$ cat config.mk
export PLATFORM = sky130hd
export DESIGN_NAME = keypad_scan_ctrl_flat
export DESIGN_NICKNAME = d
export VERILOG_FILES = /design/src/rtl/keypad_pkg.sv /design/src/rtl/keypad_scan_ctrl_if.sv /design/src/rtl/keypad_fifo.sv /design/src/rtl/keypad_scan_ctrl.sv /design/src/flat_wrapper.sv
export SDC_FILE = /design/constraint.sdc
export NUM_CORES = 1
export LEC_CHECK = 0
export ABC_CLOCK_PERIOD_IN_PS = 4300
export CAP_MARGIN = 20
export CORE_ASPECT_RATIO = 0.6
export CORE_MARGIN = 2
export CORE_UTILIZATION = 53
export CTS_CLUSTER_SIZE = 24
export DETAILED_ROUTE_END_ITERATION = 6
export GPL_TIMING_DRIVEN = 0
export HOLD_SLACK_MARGIN = 0.03
export PLACE_DENSITY = 0.81
export SETUP_SLACK_MARGIN = 0.3
export SYNTH_ARGS = -nofsm -noshare
export SYNTH_HDL_FRONTEND = slang
export SYNTH_SLANG_ARGS = --single-unit
$ cat constraint.sdc
create_clock -name clk -period 4.3 [get_ports clk]
set_clock_uncertainty 0.15 [all_clocks]
set_input_delay 0.43 -clock clk [delete_from_list [all_inputs] [get_ports clk]]
set_output_delay 0.43 -clock clk [all_outputs]
set_load 0.1 [all_outputs]
$ cat src/rtl/keypad_pkg.sv
// rtl/keypad_pkg.sv - shared types, register map and helpers for the keypad scan controller
package keypad_pkg;

    typedef enum logic [1:0] {
        IDLE     = 2'd0,
        SCAN     = 2'd1,
        DEBOUNCE = 2'd2,
        RELEASE  = 2'd3
    } scan_state_t;

    localparam int REG_DATA = 0;
    localparam int REG_STAT = 1;
    localparam int REG_CTRL = 2;
    localparam int REG_OVF  = 3;

    localparam int KEY_CODE_W = 4;

    localparam int STAT_EMPTY   = 0;
    localparam int STAT_FULL    = 1;
    localparam int STAT_OVF     = 2;
    localparam int STAT_CNT_LSB = 4;

    // Several columns closing at once resolve to the lowest-numbered one.
    function automatic logic [1:0] lowest_col(input logic [3:0] pattern);
        if (pattern[0])      return 2'd0;
        else if (pattern[1]) return 2'd1;
        else if (pattern[2]) return 2'd2;
        else                 return 2'd3;
    endfunction

endpackage

$ cat src/rtl/keypad_scan_ctrl_if.sv
// rtl/keypad_scan_ctrl_if.sv - CPU peripheral port of the keypad scan controller
interface keypad_scan_ctrl_if #(
    parameter int DATA_W = 16,
    parameter int ADDR_W = 4
);
    logic              cs;
    logic              rd;
    logic              wr;
    logic [ADDR_W-1:0] addr;
    logic [DATA_W-1:0] din;
    logic [DATA_W-1:0] dout;

    modport master (output cs, rd, wr, addr, din, input dout);
    modport slave  (input cs, rd, wr, addr, din, output dout);
endinterface

$ cat src/rtl/keypad_fifo.sv
// rtl/keypad_fifo.sv - key-code queue; a push into a full queue lands when a pop shares the cycle
module keypad_fifo #(
    parameter  int WIDTH = 4,
    parameter  int DEPTH = 4,
    localparam int PTR_W = $clog2(DEPTH),
    localparam int CNT_W = $clog2(DEPTH) + 1
) (
    input  logic             clk,
    input  logic             rst,
    input  logic             push,
    input  logic             pop,
    input  logic             flush,
    input  logic [WIDTH-1:0] wdata,
    output logic [WIDTH-1:0] rdata,
    output logic             full,
    output logic             empty,
    output logic [CNT_W-1:0] count
);
    logic [WIDTH-1:0] r_mem [DEPTH];
    logic [PTR_W-1:0] r_wr_ptr;
    logic [PTR_W-1:0] r_rd_ptr;
    logic [CNT_W-1:0] r_count;
    logic             w_do_pop;
    logic             w_do_push;

    assign empty     = (r_count == '0);
    assign full      = (r_count == CNT_W'(DEPTH));
    assign count     = r_count;
    assign rdata     = r_mem[r_rd_ptr];
    assign w_do_pop  = pop & ~empty & ~flush;
    assign w_do_push = push & (~full | w_do_pop) & ~flush;

    always_ff @(posedge clk) begin
        if (rst || flush) begin
            r_wr_ptr <= '0;
            r_rd_ptr <= '0;
            r_count  <= '0;
        end else begin
            if (w_do_push) r_wr_ptr <= r_wr_ptr + PTR_W'(1);
            if (w_do_pop)  r_rd_ptr <= r_rd_ptr + PTR_W'(1);
            r_count <= r_count + CNT_W'(w_do_push) - CNT_W'(w_do_pop);
        end
    end

    always_ff @(posedge clk) begin
        if (w_do_push) r_mem[r_wr_ptr] <= wdata;
    end
endmodule

$ cat src/rtl/keypad_scan_ctrl.sv
// rtl/keypad_scan_ctrl.sv - 4x4 keypad row scanner, debouncer and bus-mapped code queue
// Optional KEYPAD_IRQ_EN: registered key-available interrupt gated by CTRL irq_en.
module keypad_scan_ctrl
    import keypad_pkg::*;
#(
    parameter int DATA_W     = 16,
    parameter int ADDR_W     = 4,
    parameter int SCAN_DIV   = 1000,
    parameter int DEB_CNT    = 4,
    parameter int FIFO_DEPTH = 4
) (
    input  logic                clk,
    input  logic                rst,
    keypad_scan_ctrl_if.slave   bus,
    input  logic [3:0]          cols,
    output logic [3:0]          rows,
    output logic                irq
);
    localparam int DIV_W  = $clog2(SCAN_DIV);
    localparam int CNT_W  = $clog2(DEB_CNT + 1);
    localparam int FCNT_W = $clog2(FIFO_DEPTH) + 1;

    scan_state_t             r_state, w_state_nxt;
    logic [3:0]              r_cols_s1, r_cols_sync;
    logic [DIV_W-1:0]        r_div;
    logic [1:0]              r_row_idx, w_row_idx_nxt;
    logic [3:0]              r_pattern, w_pattern_nxt;
    logic [CNT_W-1:0]        r_cnt, w_cnt_nxt;
    logic                    r_enable, r_ovf;
    logic [DATA_W-1:0]       r_dout, w_dout_nxt;
    logic                    w_tick, w_push, w_rd, w_wr, w_pop, w_flush, w_ovf_set;
    logic                    w_ctrl_wr;
    logic [KEY_CODE_W-1:0]   w_code, w_head;
    logic                    w_full, w_empty;
    logic [FCNT_W-1:0]       w_count;
    logic                    w_unused_din;

    assign w_rd         = bus.cs & bus.rd;
    assign w_wr         = bus.cs & bus.wr;
    assign w_ctrl_wr    = w_wr && (bus.addr == ADDR_W'(REG_CTRL));
    assign w_flush      = w_ctrl_wr & bus.din[1];
    assign w_pop        = w_rd && (bus.addr == ADDR_W'(REG_DATA)) && !w_empty;
    assign w_ovf_set    = w_push & w_full & ~w_pop & ~w_flush;
    assign w_code       = {r_row_idx, lowest_col(r_pattern)};
    assign w_tick       = (r_state != IDLE) && (r_div == DIV_W'(SCAN_DIV - 1));
    assign rows         = (r_state == IDLE) ? 4'b0000 : 4'(4'b0001 << r_row_idx);
    assign bus.dout     = r_dout;
    assign w_unused_din = ^bus.din[DATA_W-1:2];

    always_ff @(posedge clk) begin
        if (rst) begin
            r_cols_s1   <= '0;
            r_cols_sync <= '0;
        end else begin
            r_cols_s1   <= cols;
            r_cols_sync <= r_cols_s1;
        end
    end

    always_ff @(posedge clk) begin
        if (rst || r_state == IDLE || w_tick) r_div <= '0;
        else                                  r_div <= r_div + DIV_W'(1);
    end

    always_ff @(posedge clk) begin
        if (rst) begin
            r_state   <= IDLE;
            r_row_idx <= '0;
            r_pattern <= '0;
            r_cnt     <= '0;
        end else begin
            r_state   <= w_state_nxt;
            r_row_idx <= w_row_idx_nxt;
            r_pattern <= w_pattern_nxt;
            r_cnt     <= w_cnt_nxt;
        end
    end

    // r_cnt counts matching samples in DEBOUNCE and quiet samples in RELEASE.
    always_comb begin
        w_state_nxt   = r_state;
        w_row_idx_nxt = r_row_idx;
        w_pattern_nxt = r_pattern;
        w_cnt_nxt     = r_cnt;
        w_push        = 1'b0;
        if (!r_enable) begin
            w_state_nxt   = IDLE;
            w_row_idx_nxt = '0;
        end else begin
            case (r_state)
                IDLE: begin
                    w_state_nxt   = SCAN;
                    w_row_idx_nxt = '0;
                end
                SCAN: if (w_tick) begin
                    if (r_cols_sync != 4'b0000) begin
                        w_state_nxt   = DEBOUNCE;
                        w_pattern_nxt = r_cols_sync;
                        w_cnt_nxt     = CNT_W'(1);
                    end else begin
                        w_row_idx_nxt = r_row_idx + 2'd1;
                    end
                end
                DEBOUNCE: if (w_tick) begin
                    if (r_cols_sync == r_pattern) begin
                        if (r_cnt >= CNT_W'(DEB_CNT - 1)) begin
                            w_push      = 1'b1;
                            w_state_nxt = RELEASE;
                            w_cnt_nxt   = '0;
                        end else begin
                            w_cnt_nxt = r_cnt + CNT_W'(1);
                        end
                    end else begin
                        w_state_nxt = SCAN;
                    end
                end
                RELEASE: if (w_tick) begin
                    if (r_cols_sync == 4'b0000) begin
                        if (r_cnt >= CNT_W'(DEB_CNT - 1)) begin
                            w_state_nxt   = SCAN;
                            w_row_idx_nxt = r_row_idx + 2'd1;
                            w_cnt_nxt     = '0;
                        end else begin
                            w_cnt_nxt = r_cnt + CNT_W'(1);
                        end
                    end else begin
                        w_cnt_nxt = '0;
                    end
                end
                default: w_state_nxt = IDLE;
            endcase
        end
    end

    always_comb begin
        w_dout_nxt = '0;
        if (w_rd) begin
            case (bus.addr)
                ADDR_W'(REG_DATA): begin
                    if (!w_empty) begin
                        w_dout_nxt[KEY_CODE_W]     = 1'b1;
                        w_dout_nxt[KEY_CODE_W-1:0] = w_head;
                    end
                end
                ADDR_W'(REG_STAT): begin
                    w_dout_nxt[STAT_CNT_LSB +: 4] = 4'(w_count);
                    w_dout_nxt[STAT_OVF]          = r_ovf;
                    w_dout_nxt[STAT_FULL]         = w_full;
                    w_dout_nxt[STAT_EMPTY]        = w_empty;
                end
                default: w_dout_nxt = '0;
            endcase
        end
    end

    always_ff @(posedge clk) begin
        if (rst) begin
            r_enable <= 1'b0;
            r_ovf    <= 1'b0;
            r_dout   <= '0;
        end else begin
            r_dout <= w_dout_nxt;
            if (w_ctrl_wr) r_enable <= bus.din[0];
            if (w_ovf_set)
                r_ovf <= 1'b1;
            else if (w_wr && bus.addr == ADDR_W'(REG_OVF) && bus.din[0])
                r_ovf <= 1'b0;
        end
    end

    keypad_fifo #(
        .WIDTH (KEY_CODE_W),
        .DEPTH (FIFO_DEPTH)
    ) u_fifo (
        .clk   (clk),
        .rst   (rst),
        .push  (w_push),
        .pop   (w_pop),
        .flush (w_flush),
        .wdata (w_code),
        .rdata (w_head),
        .full  (w_full),
        .empty (w_empty),
        .count (w_count)
    );

`ifdef KEYPAD_IRQ_EN
    logic r_irq_en, r_irq;

    always_ff @(posedge clk) begin
        if (rst) begin
            r_irq_en <= 1'b0;
            r_irq    <= 1'b0;
        end else begin
            if (w_ctrl_wr) r_irq_en <= bus.din[2];
            r_irq <= r_irq_en & ~w_empty;
        end
    end

    assign irq = r_irq;
`else
    assign irq = 1'b0;
`endif
endmodule

$ cat src/flat_wrapper.sv
// flat-port wrapper written by rule: the top's interface ports become plain ports
module keypad_scan_ctrl_flat import keypad_pkg::*;
#(
    parameter int DATA_W     = 16,
    parameter int ADDR_W     = 4,
    parameter int SCAN_DIV   = 1000,
    parameter int DEB_CNT    = 4,
    parameter int FIFO_DEPTH = 4
)
  (clk, rst, cols, rows, irq, bus_cs, bus_rd, bus_wr, bus_addr, bus_din, bus_dout);
  keypad_scan_ctrl_if #(.DATA_W(DATA_W), .ADDR_W(ADDR_W)) bus_i ();
  input  logic clk;
  input  logic rst;
  input  logic [3:0] cols;
  output logic [3:0] rows;
  output logic irq;
  input wire logic [$bits(bus_i.cs)-1:0] bus_cs;
  input wire logic [$bits(bus_i.rd)-1:0] bus_rd;
  input wire logic [$bits(bus_i.wr)-1:0] bus_wr;
  input wire logic [$bits(bus_i.addr)-1:0] bus_addr;
  input wire logic [$bits(bus_i.din)-1:0] bus_din;
  output wire logic [$bits(bus_i.dout)-1:0] bus_dout;
  assign bus_i.cs = bus_cs;
  assign bus_i.rd = bus_rd;
  assign bus_i.wr = bus_wr;
  assign bus_i.addr = bus_addr;
  assign bus_i.din = bus_din;
  assign bus_dout = bus_i.dout;
  keypad_scan_ctrl #(.DATA_W(DATA_W), .ADDR_W(ADDR_W), .SCAN_DIV(SCAN_DIV), .DEB_CNT(DEB_CNT), .FIFO_DEPTH(FIFO_DEPTH)) u_core (.clk(clk), .rst(rst), .bus(bus_i), .cols(cols), .rows(rows), .irq(irq));
endmodule
== Yosys cells after proc, flatten, opt, wreduce, memory -nomap -nowiden ==
Memory sizes are Yosys's and may differ from the RTL's. A register that Yosys moved wholly into a read port is not among the register bits.
Cells that the tools add are included.

* Flip-flop bits (word level): 54
* RAM bits: 16
* Input bits: 29
* Output and inout bits: 21
* Logic and storage cells: 131
* Memories kept: 1

* Add/subtract/negate cells: 7
* Magnitude comparators: 1
* Eq/ne operators: 18
* Shift operators: 1
* Muxes and demuxes: 41
* Bitwise logic cells: 19
* Reductions and logical operators: 27

{| class="wikitable"
|+ Memory list
! memory !! depth !! width !! rd ports !! clocked after memory_dff !! write ports !! RTL line !! source
|-
| u_core.u_fifo.r_mem || 4 || 4 || 1 || 1 || 1 || keypad_fifo.sv:19 || <nowiki>logic [WIDTH-1:0] r_mem [DEPTH];</nowiki>
|}

{| class="wikitable"
|+ Operators by type and width
! kind !! count
|-
| 2-to-1 mux 2 bit || 17
|-
| 2-to-1 mux 3 bit || 7
|-
| != test 2 x 1 -> 1 bit (second input constant) || 7
|-
| AND reduction 7 bit || 2
|-
| adder 10 x 1 -> 10 bit (second input constant) || 1
|-
| AND 1 bit || 10
|-
| == test 10 bit (second input constant) || 1
|-
| 2-to-1 mux 1 bit || 10
|-
| case mux 3 bit (3 select lines) || 1
|-
| == test 4 x 2 -> 1 bit (second input constant) || 2
|-
| zero test 4 bit || 2
|-
| inverter 1 bit || 8
|-
| case mux 2 bit (4 select lines) || 1
|-
| adder 2 x 1 -> 2 bit (second input constant) || 3
|-
| logical AND 1 bit || 6
|-
| case mux 2 bit (3 select lines) || 1
|-
| case mux 3 bit (2 select lines) || 1
|-
| AND reduction 6 bit || 1
|-
| nonzero test 3 bit || 2
|-
| 2-to-1 mux 5 bit || 1
|-
| == test 2 bit (second input constant) || 2
|-
| == test 4 x 1 -> 1 bit (second input constant) || 1
|-
| == test 4 bit || 1
|-
| 2-to-1 mux 4 bit || 1
|-
| other kinds (21) || 25
|}

== Logic depth before layout (Yosys ltp) ==
Gate-level depths: netlist of run 1.

* Word-level depth: 10
* Depth in mapped cells: 16
* Gate-level depth less buffers: 15

== Modules after synthesis ==
From an unflattened synthesis of run 1, not the netlist that was laid out.

* Cell total of the unflattened synthesis: 289
* Area total of the unflattened synthesis: 2,997.9 µm²

{| class="wikitable"
|+ Modules (own cells, without submodules)
! module !! instances !! cells an instance !! area an instance (µm²) !! sequential area each (µm²)
|-
| keypad_scan_ctrl || 1 || 217 || 1,933.1 || 760.7
|-
| keypad_fifo || 1 || 72 || 1,064.8 || 660.6
|}

== Worst setup path before layout of run 1 ==
OpenSTA, ideal clock, no wires.

* Path type: flip-flop to flip-flop
* Start point: register u_core.r_cnt[0]
* End point: register u_core.u_fifo.r_count[2], in the netlist u_core.u_fifo.count[2]
* Library setup time: 0.120 ns
* Arrival: 2.764 ns
* Data required time: 4.030 ns
* Slack: 1.265 ns
* Stages on the path, launching flop included: 17
* Buffers on the path: 1
* Period minus slack after synthesis: 3.035 ns
* Cell sequence: dfxtp_1 -> ha_1 -> ha_1 -> a211oi_1 -> a41oi_1 -> and3_1 -> buf_2 -> and2_1 -> inv_1 -> ha_1 -> inv_1 -> ha_1 -> inv_1 -> fa_1 -> xor2_1 -> xnor2_1 -> nor2_1

* Cells in the longest elaborated chain, start to end: 10

{| class="wikitable"
|+ RTL lines
! what !! RTL line !! source
|-
| start, declared || keypad_scan_ctrl.sv:28 || <nowiki>logic [CNT_W-1:0] r_cnt, w_cnt_nxt;</nowiki>
|-
| start signal, assigned || keypad_scan_ctrl.sv:75 || <nowiki>r_cnt <= w_cnt_nxt;</nowiki>
|-
| >= comparator 3 x 2 -> 1 bit || keypad_scan_ctrl.sv:106 || <nowiki>if (r_cnt >= CNT_W'(DEB_CNT - 1)) begin</nowiki>
|-
| 2-to-1 mux 1 bit || keypad_scan_ctrl.sv:106 ||
|-
| 2-to-1 mux 1 bit || keypad_scan_ctrl.sv:105 || <nowiki>if (r_cols_sync == r_pattern) begin</nowiki>
|-
| 2-to-1 mux 1 bit || keypad_scan_ctrl.sv:104 || <nowiki>DEBOUNCE: if (w_tick) begin</nowiki>
|-
| 2-to-1 mux 1 bit || keypad_scan_ctrl.sv:90 || <nowiki>case (r_state)</nowiki>
|-
| 2-to-1 mux 1 bit || keypad_scan_ctrl.sv:86 || <nowiki>if (!r_enable) begin</nowiki>
|-
| AND 1 bit (2 in a row) || keypad_fifo.sv:31 || <nowiki>assign w_do_push = push & (~full | w_do_pop) & ~flush;</nowiki>
|-
| adder 3 x 1 -> 3 bit || keypad_fifo.sv:41 || <nowiki>r_count <= r_count + CNT_W'(w_do_push) - CNT_W'(w_do_pop);</nowiki>
|-
| subtractor 3 x 1 -> 3 bit || keypad_fifo.sv:41 ||
|-
| end signal, assigned || keypad_fifo.sv:41 ||
|-
| end, declared || keypad_fifo.sv:22 || <nowiki>logic [CNT_W-1:0] r_count;</nowiki>
|}

Every way passes these cells.
A chain may end at the register's enable or synchronous reset.

== Final worst setup path of run 1 ==
Same ends and word-level chain as after synthesis.

==> metrics.md, run 1 <==
| Metric | Value |
|---|---|
| Fillers | `416` |
| Slowest-stage cell, CP | `a211oi_1` |
| Area leader, netlist | `dfxtp_1` |
| DR vias | `2056` |
| Yosys cell types | `51` |
| Largest cells by area after synthesis | `dfxtp_1 32%, edfxtp_1 16%, ha_1 8.0%, nor2_1 3.9%, nor2b_1 3.1%` |
| Power per standard cell area | `334.8 nW/um2` |
| Nets | `376` |
| Slew @ Worst Pin | `0.9713 ns` |
| Comb power frac | `7.2%` |
| Cts bufs inserted | `9` |
| Fin crit share | `80.21%` |
| Iteration-0 DRC Markers | `133` |
| Synth Register Bits | `63` |
| Worst endpoint required time | `4.38 ns` |
| Routed length per instance | `13.54 um` |
| Achievable Freq | `289.9 MHz` |
| CP arrival | `3.53 ns` |
| Critical path's largest stage delay | `0.48 ns` |
| Post-synth EDFFs | `16` |
| Worst path most repeated cell | `ha_1` |
| Clock transition at the registers of the reported paths | `0.07 ns` |
| Synth warn | `0` |
| Vias in the first global route | `1980` |
| # setup viols final | `0` |
| Starting Density | `54.29%` |
| Ys async rst share | `0%` |
| First-pass DRT Iterations | `4` |
| Slew margin rel. | `35.04%` |
| Synth top area share | `31.56%` |
| Worst hold path class | `register to register` |
| Core area | `5492 um2` |
| Layout cells sized above 1 | `11.75%` |
| Initial antenna violation count | `0` |
| Register area share after synthesis | `47.67%` |
| Placement row count | `21` |
| Global-route wire length before repair | `9.335 mm` |
| Diodes inserted | `0` |
| Crit-path max FO | `8` |
| Max-cap violations | `0` |
| Worst hold margin | `0.2885 ns` |
| Hold-fix buffers at CTS | `0` |
| Synth Flop Type | `dfxtp_1` |
| Clock share of power | `41.3%` |
| Vias/cell | `5.127` |
| Int Power | `0.0009002 W` |
| Lkg Pwr | `1.405 nW` |
| Commonest cells in the netlist | `47 x dfxtp_1, 31 x nor2_1, 19 x ha_1, 16 x edfxtp_1, 15 x nor2b_1` |
| Die X | `100.8 um` |
| Resize count post-CTS | `0` |
| Critical path class | `register to register` |
| Crit start category | `register` |
| Cells after synthesis | `282` |
| Syn avg cell area | `10.57 um2` |
| Setup Buffers After CTS | `0` |
| Setup tns final | `0 ns` |
| Sw Pwr | `0.0002847 W` |
| RSZ-0062 raised after global routing | `no` |
| Synth-to-Final Area Change | `18.72%` |
| Root Driver | `clkbuf_8` |
| Status | `finished clean` |
| Maximum vdd drop | `0.2290 mV` |
| Number of H-tree levels | `3` |
| Worst-path cell chain | `ha_1 > ha_1 > a211oi_1 > a41oi_1 > and3_1 > buf_2 > and2_1 > inv_1 > ha_1 > inv_1 > ha_1 > inv_1 > fa_1 > xor2_1 > xnor2_1 > nor2_1` |
| Final min period | `3.449 ns` |
| Final hold violation count | `0` |
| CTS Buffer Depth | `2` |
| Residual DRC | `0` |
| Die area | `6262 um2` |
| Fin. max-slew vios | `0` |
| Number of buffers inserted by port buffering | `25` |
| Count leader, synth | `dfxtp_1` |
| GRT overflow | `0` |
| Top-Level Pins | `50` |
| HPWL after DPL | `4.086 mm` |
| Final wirelength | `5.428 mm` |
| Clock latency on the worst-skew pair | `0.34 ns` |
| Sw Ratio | `24.03%` |
| Reg power frac | `51.5%` |
| Largest net degree at the start of global routing | `12` |
| Clk sinks | `63` |
| Die Y | `62.10 um` |
| Antenna-violating nets left | `0` |
| Post-Syn Area | `2982 um2` |
| Worst Setup End Kind | `register` |
| Total GRT Usage | `19.65%` |
| Routability cong. | `0.8320` |
| CTS tree | `yes` |
-- power by group through the flow --
stage	Sequential, W	Clock (W)	Combinational, W
floorplan	0.000623	0	0.0000645
global placement	0.000623	0	0.0000846
CTS	0.000610	0.000503	0.0000855
finish	0.000610	0.000489	0.0000858
global route	0.000610	0.000527	0.0000904
detailed placement	0.000623	0	0.0000852
-- cell usage in the layout, fill, tap and decap left out, types with 5 or more instances in the layout --
cell type	Yosys	final
dfxtp_1	47	47
nor2_1	31	31
clkdlybuf4s50_1	0	25
ha_1	19	19
edfxtp_1	16	16
nor2b_1	15	15
inv_1	14	14
a21oi_1	14	14
and3_1	12	12
nand2_1	11	11
buf_4	10	10
conb_1	1	10
xor2_1	9	9
mux2i_1	9	9
clkbuf_8	0	9
nand3_1	8	8
o21ai_0	7	7
or3_1	6	6
xnor2_1	5	5
-- cell families after synthesis --
family	count (synthesis)	synth area share, %
buffers and inverters	31	5.245
AOI/OAI and AO/OA	34	7.764
xor gates and xnor gates	14	4.113
adders and majority gates	20	8.645
DFF	63	47.67
and+or+nand+nor	106	20.40
muxes	13	6.043
other	1	0.1258
-- final timing paths --
path / slack [ns] / depth (start not counted) / startpoint / to
max: 0.85 / 16 / u_core.r_cnt[0]$_SDFFE_PP0P_ / u_core.u_fifo.count[2]$_SDFF_PP0_
min: 0.29 / 1 / u_core.r_cols_s1[3]$_SDFF_PP0_ / u_core.r_cols_sync[3]$_SDFF_PP0_
max reg2reg: 0.85 / 16 / u_core.r_cnt[0]$_SDFFE_PP0P_ / u_core.u_fifo.count[2]$_SDFF_PP0_
min reg2reg: 0.29 / 1 / u_core.r_cols_s1[3]$_SDFF_PP0_ / u_core.r_cols_sync[3]$_SDFF_PP0_
-- registers in the layout, indices dropped and copies added, names as in the netlist, 3 cells and up, named ones only --
name and count:
u_core.r_cols_s1 4, u_core.r_cnt 3, u_core.u_fifo.r_mem 16, u_core.r_cols_sync 4, u_core.u_fifo.count 3, u_core.bus.dout 7, u_core.r_div 10, u_core.r_pattern 4
-- per-layer routing --
| layer | track usage, % | share of wire [%] |
|---|---|---|
| met5 | 0 | 0 |
| met4 | 7.192 | 1.7 |
| met2 | 27.42 | 41 |
| met3 | 7.770 | 8.7 |
| met1 | 27.57 | 49 |
-- area by class of cell --
type / instances / area (um2) / area share [%]
buffer: 17 / 103.9 / 2.934
clock buffer: 10 / 127.6 / 3.606
clock inverter: 6 / 60.06 / 1.697
inverter: 14 / 52.55 / 1.485
multi-input combinational: 197 / 1438 / 40.62
sequential: 63 / 1421 / 40.16
tap: 69 / 86.33 / 2.439
timing repair buffer: 25 / 250.2 / 7.070
-- critical path: cells and delay by family, from the launching register on --
| family | cells | cell delay (ns) |
|---|---|---|
| compound gates | 2 | 0.62 |
| xor+xnor | 2 | 0.30 |
| simple gates | 3 | 0.43 |
| flops | 1 | 0.34 |
| buf+inv | 4 | 0.33 |
| fa+ha+maj | 5 | 1.17 |
-- per-stage QoR --
step,area (um2),instances,worst slack (ns),power [W],util [%]
finish,3540,401,0.8510,0.001185,64.46
global route,3540,401,0.6768,0.001228,64.46
CTS,3540,401,0.8703,0.001198,64.46
detailed placement,3352,385,0.6451,0.0007084,61.04
global placement,3352,385,0.7037,0.0007076,61.04
floorplan,3015,291,1.265,0.0006876,-
Power figures use the tool's default switching activity.
==> inputs of run 2 (changes only) <==
--- a/config.mk
+++ b/config.mk
@@ -5,7 +5,7 @@
 export SDC_FILE = /design/constraint.sdc
 export NUM_CORES = 1
 export LEC_CHECK = 0
-export ABC_CLOCK_PERIOD_IN_PS = 4300
+export ABC_CLOCK_PERIOD_IN_PS = 3370
 export CAP_MARGIN = 20
 export CORE_ASPECT_RATIO = 0.6
 export CORE_MARGIN = 2
==> constraint.sdc (replaced) <==
create_clock -name clk -period 3.37 [get_ports clk]
set_clock_uncertainty 0.15 [all_clocks]
set_input_delay 0.337 -clock clk [delete_from_list [all_inputs] [get_ports clk]]
set_output_delay 0.337 -clock clk [all_outputs]
set_load 0.1 [all_outputs]
==> metrics.md, run 2 (synthesis gave the netlist of run 1 again) <==
| Metric | Value |
|---|---|
| Die Y | `62.10 um (unchanged)` |
| Number of H-tree levels | `3 (unchanged)` |
| Maximum vdd drop | `0.2932 mV (was 0.2290 mV)` |
| Cell total after placement | `385 (unchanged)` |
| Achievable Freq | `335.6 MHz (was 289.9 MHz)` |
| Setup tns final | `0 ns (unchanged)` |
| Fin crit share | `88.41% (was 80.21%)` |
| Die area | `6262 um2 (unchanged)` |
| CP arrival | `3.06 ns (was 3.53 ns)` |
| Final wirelength | `5.743 mm (was 5.428 mm)` |
| # setup viols final | `0 (unchanged)` |
| Final hold violation count | `0 (unchanged)` |
| Number of buffers inserted by port buffering | `25 (unchanged)` |
| Worst-path cell chain | `ha_4 > ha_4 > a211oi_4 > a41oi_2 > and3_1 > buf_6 > and2_4 > inv_2 > ha_4 > inv_2 > ha_4 > inv_2 > fa_2 > xor2_2 > xnor2_1 > nor2_1 (was ha_1 > ha_1 > a211oi_1 > a41oi_1 > and3_1 > buf_2 > and2_1 > inv_1 > ha_1 > inv_1 > ha_1 > inv_1 > fa_1 > xor2_1 > xnor2_1 > nor2_1)` |
| Max-cap violations | `0 (unchanged)` |
| Vias in the first global route | `2019 (was 1980)` |
| Routed length per instance | `13.97 um (was 13.54 um)` |
| Crit-path max FO | `5 (was 8)` |
| Fin area | `3741 um2 (was 3540 um2)` |
| Fillers | `386 (was 416)` |
| Family with the most delay on the worst path | `adder cells (unchanged)` |
| Nets | `386 (was 376)` |
| Commonest non-fill, non-tap cell in the layout | `dfxtp_1 (unchanged)` |
| Total GRT Usage | `20.10% (was 19.65%)` |
| Final min period | `2.979 ns (was 3.449 ns)` |
| Placement Cell Area | `3352 um2 (unchanged)` |
| Root Driver | `clkbuf_8 (unchanged)` |
| Power per standard cell area | `404.6 nW/um2 (was 334.8 nW/um2)` |
| Diodes inserted | `0 (unchanged)` |
| Worst hold path class | `register to register (unchanged)` |
| Initial antenna violation count | `0 (unchanged)` |
| Slowest-stage cell, CP | `fa_2 (was a211oi_1)` |
| Clk sinks | `63 (unchanged)` |
| Slew margin rel. | `35.06% (was 35.04%)` |
| Lkg Pwr | `1.461 nW (was 1.405 nW)` |
| Biggest register | `u_core.u_fifo.r_mem (unchanged)` |
| Slew @ Worst Pin | `0.9710 ns (was 0.9713 ns)` |
| Largest net degree at the start of global routing | `12 (unchanged)` |
| Worst Setup End Kind | `register (unchanged)` |
| Layout cells sized above 1 | `21.35% (was 11.75%)` |
| Placement row count | `21 (unchanged)` |
| Worst hold margin | `0.2839 ns (was 0.2885 ns)` |
| RSZ-0062 raised after global routing | `no (unchanged)` |
| Iteration-0 DRC Markers | `119 (was 133)` |
| Top-Level Pins | `50 (unchanged)` |
| CTS Buffer Depth | `2 (unchanged)` |
| Largest register FFs | `16 (unchanged)` |
| Synth-to-Final Area Change | `25.47% (was 18.72%)` |
| Vias/cell | `5.178 (was 5.127)` |
| First-pass DRT Iterations | `4 (unchanged)` |
| Worst endpoint required time | `3.45 ns (was 4.38 ns)` |
| Crit start category | `register (unchanged)` |
| Worst path most repeated cell | `ha_4 (was ha_1)` |
| GRT overflow | `0 (unchanged)` |
| Fin. max-slew vios | `0 (unchanged)` |
| Buf+Inv Stages, Crit Path | `4 (unchanged)` |
| Fin cells | `411 (was 401)` |
| Critical path class | `register to register (unchanged)` |
| Routability cong. | `0.8320 (unchanged)` |
| DR vias | `2128 (was 2056)` |
| Most frequent cells in the layout | `40 x dfxtp_1, 30 x nor2_1, 25 x clkdlybuf4s50_1 (was 47 x dfxtp_1, 31 x nor2_1, 25 x clkdlybuf4s50_1)` |
| Antenna-violating nets left | `0 (unchanged)` |
| Starting Density | `54.29% (unchanged)` |
| Status | `finished clean (unchanged)` |
| Global-route wire length before repair | `9.535 mm (was 9.335 mm)` |
| Clock transition at the registers of the reported paths | `0.07 ns (about the same)` |
| Clock latency on the worst-skew pair | `0.34 ns (about the same)` |
| Cts bufs inserted | `9 (unchanged)` |
| Die X | `100.8 um (unchanged)` |
| CTS tree | `yes (unchanged)` |
| Core area | `5492 um2 (unchanged)` |
| Critical path's largest stage delay | `0.39 ns (was 0.48 ns)` |
| Residual DRC | `0 (unchanged)` |
| HPWL after DPL | `4.086 mm (unchanged)` |
==> run 2: final timing paths <==
kind                           startpoint                           endpoint  slack [ns]  cells after the start
min reg2reg    u_core.r_div[0]$_SDFF_PP0_         u_core.r_div[0]$_SDFF_PP0_        0.28                      1
min            u_core.r_div[0]$_SDFF_PP0_         u_core.r_div[0]$_SDFF_PP0_        0.28                      1
max reg2reg  u_core.r_cnt[0]$_SDFFE_PP0P_  u_core.u_fifo.count[2]$_SDFF_PP0_        0.39                     16
max          u_core.r_cnt[0]$_SDFFE_PP0P_  u_core.u_fifo.count[2]$_SDFF_PP0_        0.39                     16
==> run 2: per-stage QoR <==
step                utilization, %  power [W]  setup WS, ns
floorplan                        -  0.0008773        0.3352
global route                 68.12   0.001567        0.3102
detailed placement           61.04  0.0009039       -0.1919
finish                       68.12   0.001514        0.3906
CTS                          65.32   0.001530        0.3012
global placement             61.04  0.0009028       -0.1333
==> run 2: metal layers <==
metal	up-vias	part of all wire [%]	global-route usage (%)
met5	-	0	0
met4	0	1.3	7.877
met3	11	9.5	8.108
met2	77	42	28.17
met1	964	47	27.77
li1	1076	-	-
==> run 2: cell type report <==
class | count | area (um2) | area share [%]
plain buffers | 17 | 111.4 | 2.977
clock buffers | 10 | 127.6 | 3.411
clock inverters | 6 | 60.06 | 1.605
inverters | 14 | 52.55 | 1.405
multi-input cells | 197 | 1540 | 41.17
flip-flops and latches | 63 | 1438 | 38.43
well taps | 69 | 86.33 | 2.308
repair buffers | 35 | 325.3 | 8.696
==> run 2: timing repair <==
action                                  CTS  global route
setup buffers                             3             7
hold buffers                              0             0
pin swaps                                 2             7
gates resized for setup                   9            27
hold endpoints to repair                  0             0
endpoints found under the setup margin    2             1
==> run 2: report_power, final <==
part           switching, W  internal [W]
clock              0.000284      0.000339
combinational     0.0000768     0.0000378
sequential       0.00000291      0.000773
total              0.000364       0.00115
==> inputs of run 3 (changes only) <==
--- a/config.mk
+++ b/config.mk
@@ -10,6 +10,7 @@
 export CORE_ASPECT_RATIO = 0.6
 export CORE_MARGIN = 2
 export CORE_UTILIZATION = 53
+export CTS_CLUSTER_DIAMETER = 30
 export CTS_CLUSTER_SIZE = 24
 export DETAILED_ROUTE_END_ITERATION = 6
 export GPL_TIMING_DRIVEN = 0
==> results of run 3 <==
Final layout, timing and power as in run 2 (identical DEF).
